===== config.mk =====
export PLATFORM = sky130hd
export DESIGN_NAME = instr_fetch
export DESIGN_NICKNAME = d
export VERILOG_FILES = /design/src/rtl/fetch_pkg.sv /design/src/rtl/instr_fetch_perf.sv /design/src/rtl/instr_fetch.sv
export SDC_FILE = /design/constraint.sdc
export NUM_CORES = 1
export LEC_CHECK = 0
export ABC_CLOCK_PERIOD_IN_PS = 1550
export CELL_PAD_IN_SITES_DETAIL_PLACEMENT = 0
export CELL_PAD_IN_SITES_GLOBAL_PLACEMENT = 1
export CORE_UTILIZATION = 29
export DETAILED_ROUTE_END_ITERATION = 10
export HOLD_SLACK_MARGIN = 0.05
export PLACE_DENSITY_LB_ADDON = 0.1
export SYNTH_ARGS = -nofsm -noshare
export SYNTH_HDL_FRONTEND = slang
export SYNTH_SLANG_ARGS = --single-unit
export TNS_END_PERCENT = 100

===== constraint.sdc =====
create_clock -name clk -period 1.55 [get_ports clk]
set_input_delay 0.155 -clock clk [delete_from_list [all_inputs] [get_ports clk]]
set_output_delay 0.155 -clock clk [all_outputs]
set_load 0.01 [all_outputs]

===== src/rtl/fetch_pkg.sv =====
// Shared state encoding, default geometry and counter helper for the instruction fetch unit.
package fetch_pkg;

  localparam int          ADDR_W_DEF   = 8;
  localparam int          DATA_W_DEF   = 32;
  localparam int unsigned RESET_PC_DEF = 32'd0;

  typedef enum logic [2:0] {
    IDLE  = 3'd0,
    REQ   = 3'd1,
    WAIT  = 3'd2,
    HOLD  = 3'd3,
    DRAIN = 3'd4
  } fetch_state_e;

  function automatic logic [31:0] sat_inc32(input logic [31:0] v);
    return (v == 32'hFFFF_FFFF) ? v : (v + 32'd1);
  endfunction

endpackage


===== src/rtl/instr_fetch_perf.sv =====
// Saturating handshake and stall counters for the fetch unit (used under INSTR_FETCH_PERF_CNT_EN).
module instr_fetch_perf
  import fetch_pkg::*;
(
  input  logic        clk_i,
  input  logic        rst_ni,
  input  logic        instr_valid_i,
  input  logic        instr_ready_i,
  input  logic        redirect_i,
  output logic [31:0] fetch_cnt_o,
  output logic [31:0] stall_cnt_o
);

  logic [31:0] fetch_cnt_q, fetch_cnt_d;
  logic [31:0] stall_cnt_q, stall_cnt_d;

  // A handshake coinciding with a redirect is dropped, so it is not counted.
  always_comb begin
    fetch_cnt_d = fetch_cnt_q;
    stall_cnt_d = stall_cnt_q;
    if (instr_valid_i && instr_ready_i && !redirect_i) begin
      fetch_cnt_d = sat_inc32(fetch_cnt_q);
    end else begin
      fetch_cnt_d = fetch_cnt_q;
    end
    if (instr_valid_i && !instr_ready_i) begin
      stall_cnt_d = sat_inc32(stall_cnt_q);
    end else begin
      stall_cnt_d = stall_cnt_q;
    end
  end

  // Counter registers.
  always_ff @(posedge clk_i or negedge rst_ni) begin
    if (!rst_ni) begin
      fetch_cnt_q <= 32'd0;
      stall_cnt_q <= 32'd0;
    end else begin
      fetch_cnt_q <= fetch_cnt_d;
      stall_cnt_q <= stall_cnt_d;
    end
  end

  assign fetch_cnt_o = fetch_cnt_q;
  assign stall_cnt_o = stall_cnt_q;

endmodule


===== src/rtl/instr_fetch.sv =====
// Single-outstanding instruction fetcher feeding the arbiter through a valid/ready port.
// Optional perf counters: define INSTR_FETCH_PERF_CNT_EN to add fetch_cnt/stall_cnt.
module instr_fetch
  import fetch_pkg::*;
#(
  parameter int          ADDR_W   = ADDR_W_DEF,
  parameter int          DATA_W   = DATA_W_DEF,
  parameter int unsigned RESET_PC = RESET_PC_DEF
) (
  input  logic              clk,
  input  logic              resetn,
  input  logic              fetch_en,
  input  logic              redirect,
  input  logic [ADDR_W-1:0] redirect_pc,
  output logic [ADDR_W-1:0] r_adrs,
  output logic              r_en,
  input  logic              r_valid,
  input  logic [DATA_W-1:0] data_in,
  output logic [DATA_W-1:0] instr,
  output logic              instr_valid,
  input  logic              instr_ready,
  output logic [ADDR_W-1:0] pc
`ifdef INSTR_FETCH_PERF_CNT_EN
  ,
  output logic [31:0]       fetch_cnt,
  output logic [31:0]       stall_cnt
`endif
);

  localparam logic [ADDR_W-1:0] PC_RST = ADDR_W'(RESET_PC);
  localparam logic [ADDR_W-1:0] PC_ONE = {{(ADDR_W-1){1'b0}}, 1'b1};

  fetch_state_e      state_q, state_d;
  logic [ADDR_W-1:0] pc_q, pc_d;
  logic [DATA_W-1:0] instr_q, instr_d;
  logic              valid_q, valid_d;
  logic              r_en_s;

  // Next state, datapath updates and the read strobe; redirect overrides pc and valid last.
  always_comb begin
    state_d = state_q;
    pc_d    = pc_q;
    instr_d = instr_q;
    valid_d = valid_q;
    r_en_s  = 1'b0;
    case (state_q)
      IDLE: begin
        if (fetch_en) begin
          state_d = REQ;
        end else begin
          state_d = IDLE;
        end
      end
      REQ: begin
        r_en_s = 1'b1;
        if (redirect) begin
          state_d = DRAIN;
        end else begin
          state_d = WAIT;
        end
      end
      WAIT: begin
        if (redirect) begin
          if (r_valid) begin
            state_d = fetch_en ? REQ : IDLE;
          end else begin
            state_d = DRAIN;
          end
        end else if (r_valid) begin
          instr_d = data_in;
          valid_d = 1'b1;
          pc_d    = pc_q + PC_ONE;
          state_d = HOLD;
        end else begin
          state_d = WAIT;
        end
      end
      HOLD: begin
        if (redirect) begin
          state_d = fetch_en ? REQ : IDLE;
        end else if (instr_ready) begin
          valid_d = 1'b0;
          if (fetch_en) begin
            r_en_s  = 1'b1;
            state_d = WAIT;
          end else begin
            state_d = IDLE;
          end
        end else begin
          state_d = HOLD;
        end
      end
      // A redirect landing on the returning read still retires it; only the data is lost.
      DRAIN: begin
        if (r_valid) begin
          state_d = fetch_en ? REQ : IDLE;
        end else begin
          state_d = DRAIN;
        end
      end
      default: begin
        state_d = IDLE;
        valid_d = 1'b0;
      end
    endcase
    if (redirect) begin
      pc_d    = redirect_pc;
      valid_d = 1'b0;
    end else begin
      pc_d    = pc_d;
    end
  end

  // State, pc and presented-word registers.
  always_ff @(posedge clk or negedge resetn) begin
    if (!resetn) begin
      state_q <= IDLE;
      pc_q    <= PC_RST;
      instr_q <= {DATA_W{1'b0}};
      valid_q <= 1'b0;
    end else begin
      state_q <= state_d;
      pc_q    <= pc_d;
      instr_q <= instr_d;
      valid_q <= valid_d;
    end
  end

  assign r_en        = r_en_s;
  assign r_adrs      = r_en_s ? pc_q : {ADDR_W{1'b0}};
  assign instr       = instr_q;
  assign instr_valid = valid_q;
  assign pc          = pc_q;

`ifdef INSTR_FETCH_PERF_CNT_EN
  instr_fetch_perf u_perf (
    .clk_i         (clk),
    .rst_ni        (resetn),
    .instr_valid_i (valid_q),
    .instr_ready_i (instr_ready),
    .redirect_i    (redirect),
    .fetch_cnt_o   (fetch_cnt),
    .stall_cnt_o   (stall_cnt)
  );
`endif

endmodule


---- Word-level counts from Yosys, hierarchy flattened ----
Cells that the tools add are included.
storage, ports and cells
  register bits ........................... 44
  logic and storage cells ................. 41
  output and inout bits ................... 50
  bits of input ports ..................... 46
cells by class
  mux-type cells .......................... 21
  equal/unequal tests ..................... 7
  reductions and logical operators ........ 7
  bitwise logic cells ..................... 1
  add/subtract/negate cells ............... 1
operators by type and width
  operator                                                                  number
  8-bit two-way mux                                                         4
  3-bit two-way mux                                                         5
  3-bit one-hot mux with 5 select lines                                     1
  8-bit by 1-bit adder with 8-bit output (second input constant)            1
  1-bit two-way mux                                                         8
  3-bit by 2-bit equality test with 1-bit output (second input constant)    2
  3-bit inequality test (second input constant)                             2
  3-bit AND reduction                                                       2
  2-bit nonzero test                                                        2
  3-bit by 1-bit equality test with 1-bit output (second input constant)    1
  3-bit equality test (second input constant)                               1
  3-bit logical NOT                                                         1
  1-bit one-hot mux with 3 select lines                                     1
  3-bit OR reduction                                                        1
  2-bit two-way mux                                                         1
  2-bit by 1-bit inequality test with 1-bit output (second input constant)  1
  1-bit one-hot mux with 2 select lines                                     1
  2-bit AND reduction                                                       1
  1-bit inverter                                                            1

---- Longest topological paths before layout ----
Gate-level depths: netlist of the first run.
  word-level depth ........................ 5
  mapped depth ............................ 6
  depth with buffers taken out ............ 5

---- Worst setup path before layout of the first run ----
OpenSTA, ideal clock, no wires.
  path kind ............................... reg-to-reg
  from .................................... register state_q[2]
  to ...................................... register instr_q[10] (netlist: instr[10])
  stages on the path, launching flop included .. 7
  arrival time ............................ 1.591 ns
  period minus slack after synthesis ...... 1.716 ns
  required time ........................... 1.425 ns
  buffers on the path ..................... 3
  library setup time ...................... 0.125 ns
  slack ................................... -0.166 ns
  cell sequence ........................... dfrtp_1 -> buf_6 -> nand2b_4 -> or4_4 -> buf_6 -> buf_12 -> mux2_4
on the way
  longest elaborated chain between the ends .. 2
RTL lines
  item                                            line                text
  start, declared                                 instr_fetch.sv:33   fetch_state_e state_q, state_d;
  start signal, assigned                          instr_fetch.sv:122  state_q <= state_d;
  3-bit by 2-bit equality test with 1-bit output  instr_fetch.sv:46   case (state_q)
  3-bit AND reduction (no source line)            n/a
  end signal, assigned                            instr_fetch.sv:119  instr_q <= {DATA_W{1'b0}};
  end signal, assigned                            instr_fetch.sv:124  instr_q <= instr_d;
  end, declared                                   instr_fetch.sv:35   logic [DATA_W-1:0] instr_q, instr_d;
Every way passes these cells.
A chain may end at the register's enable or synchronous reset.

---- Worst setup path in the final report of the first run ----
  from .................................... register state_q[2]
  to ...................................... output r_adrs[6]
on the way
  longest elaborated chain between the ends .. 3
  elaborated cells between the ends (all ways) .. 4
  classes of those cells .................. eq/ne (2); mux (2)
RTL lines
  item                                                                                                                     line                text
  3-bit by 2-bit equality test with 1-bit output / 3-bit by 1-bit equality test with 1-bit output (equally long branches)  instr_fetch.sv:46
  1-bit one-hot mux with 2 select lines *                                                                                  instr_fetch.sv:46
  8-bit two-way mux *                                                                                                      instr_fetch.sv:130  assign r_adrs = r_en_s ? pc_q : {ADDR_W{1'b0}};
  end, declared                                                                                                            instr_fetch.sv:15   output logic [ADDR_W-1:0] r_adrs,
Mark *: on every way between the ends. The rest lies on a longest branch, timed or not.

==> results.cfg, run 1 <==
[die]
pin_count = 96
design.die.area_sq_um = 7624
coreArea_sq_um = 6907
fp.dieH_um = 87.32
rows = 30
die_w_um = 87.32
initial_core_util_pct = 30.56

[run_status]
status = finished, violations left
violations = negative setup slack

[power]
power_density_nw_per_um2 = 1550
total_power_w = 0.005414
swShare_pct = 29.35
power.share.sequential_pct = 34.8
switchingPower_w = 0.001589
peakVddDrop_mv = 0.4077
p_int_w = 0.003824
p_leak_nw = 1.616
comb_power_share_pct = 50.9
clkPwrFrac_pct = 14.3

[clock_network]
cts_tree = yes
cts.sinks = 44
clk_latency_ns = 0.30
clkTransAtPathRegs_ns = 0.09
cts_buffers = 5
cts_max_path_buffers = 2
cts-root-buf = clkbuf_8
ctsHtreeMaxLevel = 2

[final_layout]
fillCellCount = 637
area_delta_synth_final_pct = 65.50
drive_above_1_share_pct = 33.33
final_cells = 369
diodes = 0
nets = 319
fin_util_pct = 50.58

[setup_path]
cp-end-kind = output pin
rr_worst_depth = 5
cpMostUsedCell = buf_6
worstPathArrival_ns = 1.54
cp_cell_sequence = a211oi_2 -> buf_2 -> buf_6 -> buf_6 -> and2_4 -> buf_6
slowest_stage = dfrtp_1
reg2reg_to = instr[16]
worst-path-max-fanout = 3
r2r_start = state_q[1]
worstPathRequired_ns = 1.39
worstSetupStartpointType = flop
rrSetupSlack_ns = -0.13
path_class = reg -> out
max_stage_delay_ns = 0.41

[timing]
skew_ns = 0.006169
rsz0062_at_grt = true
period_share_pct = 109.2
setup_viol = 40
hold_viol_final = 0
fin_setup_tns_ns = -4.353
worst_slew_pin_slew_ns = 0.3796
fin_crit_ns = 1.692
relSlewSlack_pct = 74.04
setup_ws_ns = -0.1424
fmax_mhz = 590.9
maxSlewViolCount = 0

[drt]
dr_total_vias = 1600
first_pass_iters = 4
vias_per_cell = 4.336
wl_per_cell_um = 14.00
drc = 0
ant_nets = 0
drt-total-wl_mm = 5.167
drt_iter0_drc = 21

[grt]
grt_use_total_pct = 13.11
overflow = 0
grt_start_max_net_pins = 45
grt_pass1_wl_mm = 7.665
antenna_found_initial = 0
grt_pass1_vias = 1510

[worst_hold_path]
worstHoldStart = fetch_en
hold_path_end = state_q[0]
hold_depth = 3
hp-class = in -> reg

[yosys]
syn_avg_cell_area_sq_um = 13.89
yosys_warnings = 0
syn_inst = 152
synth_cell_types = 35
syn-cell-area_sq_um = 2111
synth_nets = 199
synth-seq-cells = 44
synth_seq_area_share_pct = 52.16

[placed_design]
dp.cells = 351
port_buffers = 95
routabilityCongestion = 0.7663
dp_slack_ns = -0.4706
dp_hpwl_mm = 3.444

[job]
cap_violations = 0
==> worst max path at each step <==
stage	from	to	slack (ns)	depth (start not counted)
finish	state_q[2]	r_adrs[6]	-0.14	6
global route	state_q[2]	r_adrs[6]	-0.22	6
CTS	state_q[1]	r_adrs[6]	-0.17	6
detailed placement	redirect	r_adrs[4]	-0.47	7
global placement	redirect	r_adrs[6]	-0.43	7
floorplan	state_q[2]	instr[10]	-0.17	6
==> what timing repair did <==
item	in CTS	in global routing
gates resized for setup	55	11
hold buffers	1	0
pin swaps	3	4
hold endpoints to repair	44	0
gates cloned	1	2
endpoints found under the setup margin	41	49
buffers inserted	6	0
==> critical path: cells and delay by family (launching register included) <==
family / cells / cell delay (ns)
AO/OA/AOI/OAI: 1 / 0.27
buffers and inverters: 4 / 0.43
flip-flops: 1 / 0.41
AND/OR/NAND/NOR: 1 / 0.12
==> logic make-up (layout without fill, tap and decap cells) <==
group / count (synthesis) / count (layout) / synth area share, %
muxes: 34 / 34 / 23.35
DFF: 44 / 44 / 52.16
and+or+nand+nor: 35 / 35 / 9.900
AOI/OAI and AO/OA: 17 / 17 / 5.039
xor gates and xnor gates: 7 / 7 / 2.905
adders and majority gates: 2 / 2 / 1.067
buffers and inverters: 13 / 134 / 5.572
==> routing by layer <==
layer	up-vias	track usage [%]	wire length, um
met1	770	18.65	2532
met5	-	0	0
li1	767	-	-
met4	0	4.024	46
met3	5	3.412	320
met2	58	19.39	2268
==> synth_stat cells (all sizes together) <==
cell,n,area share [%]
buf,7,4.5
or4,1,0.53
mux2i,2,0.95
dfrtp,44,52
a31oi,1,0.30
and2,9,2.7
and4b,1,0.47
o21ai,9,2.1
xor2,6,2.5
and4,1,0.42
nand2,10,1.8
nand4,2,0.59
a21oi,1,0.24
and4bb,1,0.59
a211oi,1,0.36
a2111oi,2,0.83
and3,1,0.30
mux2,32,22
nor2b,1,0.30
ha,1,0.59
nand2b,1,0.65
clkbuf,3,0.53
o21a,1,0.36
nor4,1,0.30
nor2,2,0.36
a211o,1,0.47
xnor2,1,0.42
maj3,1,0.47
nand3,4,0.95
o31ai,1,0.36
inv,3,0.53
==> power by group through the flow <==
stage / Sequential [W] / Clock (W) / Combinational [W]
after CTS: 0.00189 / 0.000810 / 0.00273
after floorplan: 0.00208 / 0 / 0.00102
after global routing: 0.00194 / 0.000868 / 0.00293
after detailed placement: 0.00191 / 0 / 0.00252
final: 0.00189 / 0.000775 / 0.00275
after global placement: 0.00190 / 0 / 0.00253
==> area by class of cell <==
cell class | instances | area, sq um | share of cell area, %
clock buffer | 6 | 82.58 | 2.364
clock inverter | 2 | 15.01 | 0.4298
inverter | 3 | 11.26 | 0.3223
multi-input combinational | 95 | 925.9 | 26.50
sequential | 44 | 1102 | 31.55
tap | 96 | 120.1 | 3.438
timing repair buffer | 123 | 1236 | 35.39
==> layout by cell type, fill, tap and decap left out, types with 2 or more instances in the layout <==
| cell | count |
|---|---|
| clkbuf_8 | 6 |
| clkinvlp_4 | 2 |
| buf_6 | 13 |
| mux2i_1 | 2 |
| buf_12 | 3 |
| buf_4 | 16 |
| nand3_2 | 2 |
| dfrtp_1 | 43 |
| inv_1 | 3 |
| o21ai_0 | 6 |
| nor2_1 | 2 |
| mux2_4 | 30 |
| nand4_1 | 2 |
| dlymetal6s2s_1 | 2 |
| mux2_2 | 2 |
| a2111oi_0 | 2 |
| xor2_1 | 6 |
| and2_1 | 3 |
| nand2_1 | 10 |
| nand3_1 | 2 |
| clkdlybuf4s50_1 | 82 |
| o21ai_1 | 3 |
| and2_4 | 6 |
| buf_2 | 4 |
==> registers in the layout, indices dropped and copies added (netlist names) <==
name / count
instr_valid: 1
state_q: 3
instr: 32
pc: 8
==> metrics by stage <==
| stage | hold WS, ns | cell area (sq um) |
|---|---|---|
| 2_1_floorplan | -0.1406 | 2111 |
| 3_3_place_gp | 0.1604 | 3243 |
| 3_5_place_dp | 0.1594 | 3243 |
| 4_1_cts | 0.3682 | 3430 |
| 5_1_grt | 0.2776 | 3493 |
| 6_report | 0.2619 | 3493 |
(Power assumes the default switching activity.)
==> run 2, diff against run 1 <==
--- a/config.mk
+++ b/config.mk
@@ -6,12 +6,14 @@
 export NUM_CORES = 1
 export LEC_CHECK = 0
 export ABC_CLOCK_PERIOD_IN_PS = 1550
+export CAP_MARGIN = 20
 export CELL_PAD_IN_SITES_DETAIL_PLACEMENT = 0
 export CELL_PAD_IN_SITES_GLOBAL_PLACEMENT = 1
 export CORE_UTILIZATION = 29
 export DETAILED_ROUTE_END_ITERATION = 10
 export HOLD_SLACK_MARGIN = 0.05
 export PLACE_DENSITY_LB_ADDON = 0.1
+export REMOVE_ABC_BUFFERS = 1
 export SYNTH_ARGS = -nofsm -noshare
 export SYNTH_HDL_FRONTEND = slang
 export SYNTH_SLANG_ARGS = --single-unit
==> results.cfg, run 2 (same netlist as run 1, synthesis figures left out) <==
[run_status]
status = finished, violations left
violations = negative setup slack

[clock_network]
clkTransAtPathRegs_ns = 0.09
ctsHtreeMaxLevel = 2
cts_buffers = 5
cts_max_path_buffers = 2
cts_tree = yes
cts.sinks = 44
clk_latency_ns = 0.30
cts-root-buf = clkbuf_8

[timing]
relSlewSlack_pct = 76.09
hold_viol_final = 0
setup_viol = 39
fin_crit_ns = 1.723
maxSlewViolCount = 0
rsz0062_at_grt = true
fmax_mhz = 580.2
worst_slew_pin_slew_ns = 0.3496
period_share_pct = 111.2
skew_ns = 0.005674
setup_ws_ns = -0.1734
hold_ws_ns = 0.2447

[die]
initial_core_util_pct = 30.56
coreArea_sq_um = 6907
rows = 30
design.die.area_sq_um = 7624
die_w_um = 87.32
pin_count = 96
fp.dieH_um = 87.32

[grt]
grt_pass1_wl_mm = 7.693
grt_pass1_vias = 1491
overflow = 0
antenna_found_initial = 0
grt_start_max_net_pins = 45
grt_use_total_pct = 13.43

[final_layout]
fin_area_sq_um = 3488
layout_commonest_cell = clkdlybuf4s50_1
area_delta_synth_final_pct = 65.26
largest_register_ffs = 32
nets = 320
diodes = 0
drive_above_1_share_pct = 32.48
final_cell_mix = 82 x clkdlybuf4s50_1, 43 x dfrtp_1, 30 x mux2_4
final_cells = 370

[power]
p_int_w = 0.003790
swShare_pct = 29.58
comb_power_share_pct = 50.6
peakVddDrop_mv = 0.4832
power.share.sequential_pct = 34.9
switchingPower_w = 0.001592
p_leak_nw = 1.627
power_density_nw_per_um2 = 1543
clkPwrFrac_pct = 14.5

[setup_path]
worstPathRequired_ns = 1.74
worstSetupStartpointType = flop
max_stage_delay_ns = 0.52
path_class = reg -> reg
cp_cell_sequence = nand2b_4 -> or4_4 -> clkbuf_16 -> mux2_4
cp-end-kind = flop
worst-path-max-fanout = 7
slowest_stage = or4_4
worstPathArrival_ns = 1.91
rrSetupSlack_ns = -0.17

[placed_design]
dp.cells = 351
routabilityCongestion = 0.8082
dp_hpwl_mm = 3.534
dp_slack_ns = -0.5457
post_dp_cell_area_sq_um = 3231
port_buffers = 95

[drt]
drt_iter0_drc = 36
wl_per_cell_um = 14.61
dr_total_vias = 1590
first_pass_iters = 4
ant_nets = 0
vias_per_cell = 4.297
drt-total-wl_mm = 5.404
drc = 0

[job]
cap_violations = 0

[worst_hold_path]
hp-class = in -> reg
-- run 2: cell types whose count changed in the layout (fill, tap and decap cells not counted), sizes merged --
cell / delta
buf: -1
clkbuf: +1
dlymetal6s2s: +1
-- run 2: path summary, 6_finish.rpt --
path | startpoint | cells after the start | end
worst max-delay path | state_q[2] | 4 | instr[13]
worst min-delay path | fetch_en | 3 | state_q[0]
worst max register to register | state_q[2] | 4 | instr[13]
worst min register to register | instr[0] | 1 | instr[0]
max in group asynchronous | resetn | 3 | pc[0]
min in group asynchronous | resetn | 3 | instr[16]
-- run 2: critical path: cells and delay by family (launching register included) --
family                 cells  cell delay (ns)
and+or+nand+nor            2             0.67
buffers and inverters      1             0.22
DFF                        1             0.42
muxes                      1             0.29
-- run 2: area by class of cell --
class                      instances  area, sq um
inverter                           3        11.26
tap                               96        120.1
clock inverter                     2        15.01
multi-input combinational         95        919.6
timing repair buffer             124         1237
fill                             651         3418
clock buffer                       6        82.58
sequential                        44         1102
-- run 2: power by group through the flow --
stage | Sequential, W | Clock, W | Combinational (W)
5_1_grt | 0.00193 | 0.000861 | 0.00290
3_5_place_dp | 0.00189 | 0 | 0.00257
6_report | 0.00188 | 0.000780 | 0.00273
3_3_place_gp | 0.00188 | 0 | 0.00257
2_1_floorplan | 0.00213 | 0 | 0.000887
4_1_cts | 0.00188 | 0.000813 | 0.00268
-- run 2: metal layers --
layer,global-route usage [%],share of wire [%]
met5,0,0
met4,5.216,1.2
met3,3.223,6.0
met2,21.73,46
met1,17.29,47
-- run 2: timing repair --
item,4_1_cts,5_1_grt
resized for setup,41,16
gates cloned,0,3
endpoints found under the hold margin,44,0
pin swaps,1,2
hold buffers,1,0
endpoints found under the setup margin,41,44
setup buffers,7,2
-- run 2: per-stage QoR --
step                      util, %  setup TNS [ns]  power (W)
final                       50.51          -5.346   0.005382
after global routing        50.51          -6.843   0.005688
after CTS                   48.86          -3.537   0.005368
after detailed placement    46.78          -16.86   0.004460
after global placement      46.78          -16.26   0.004449
after floorplan                 -          -6.175   0.003015
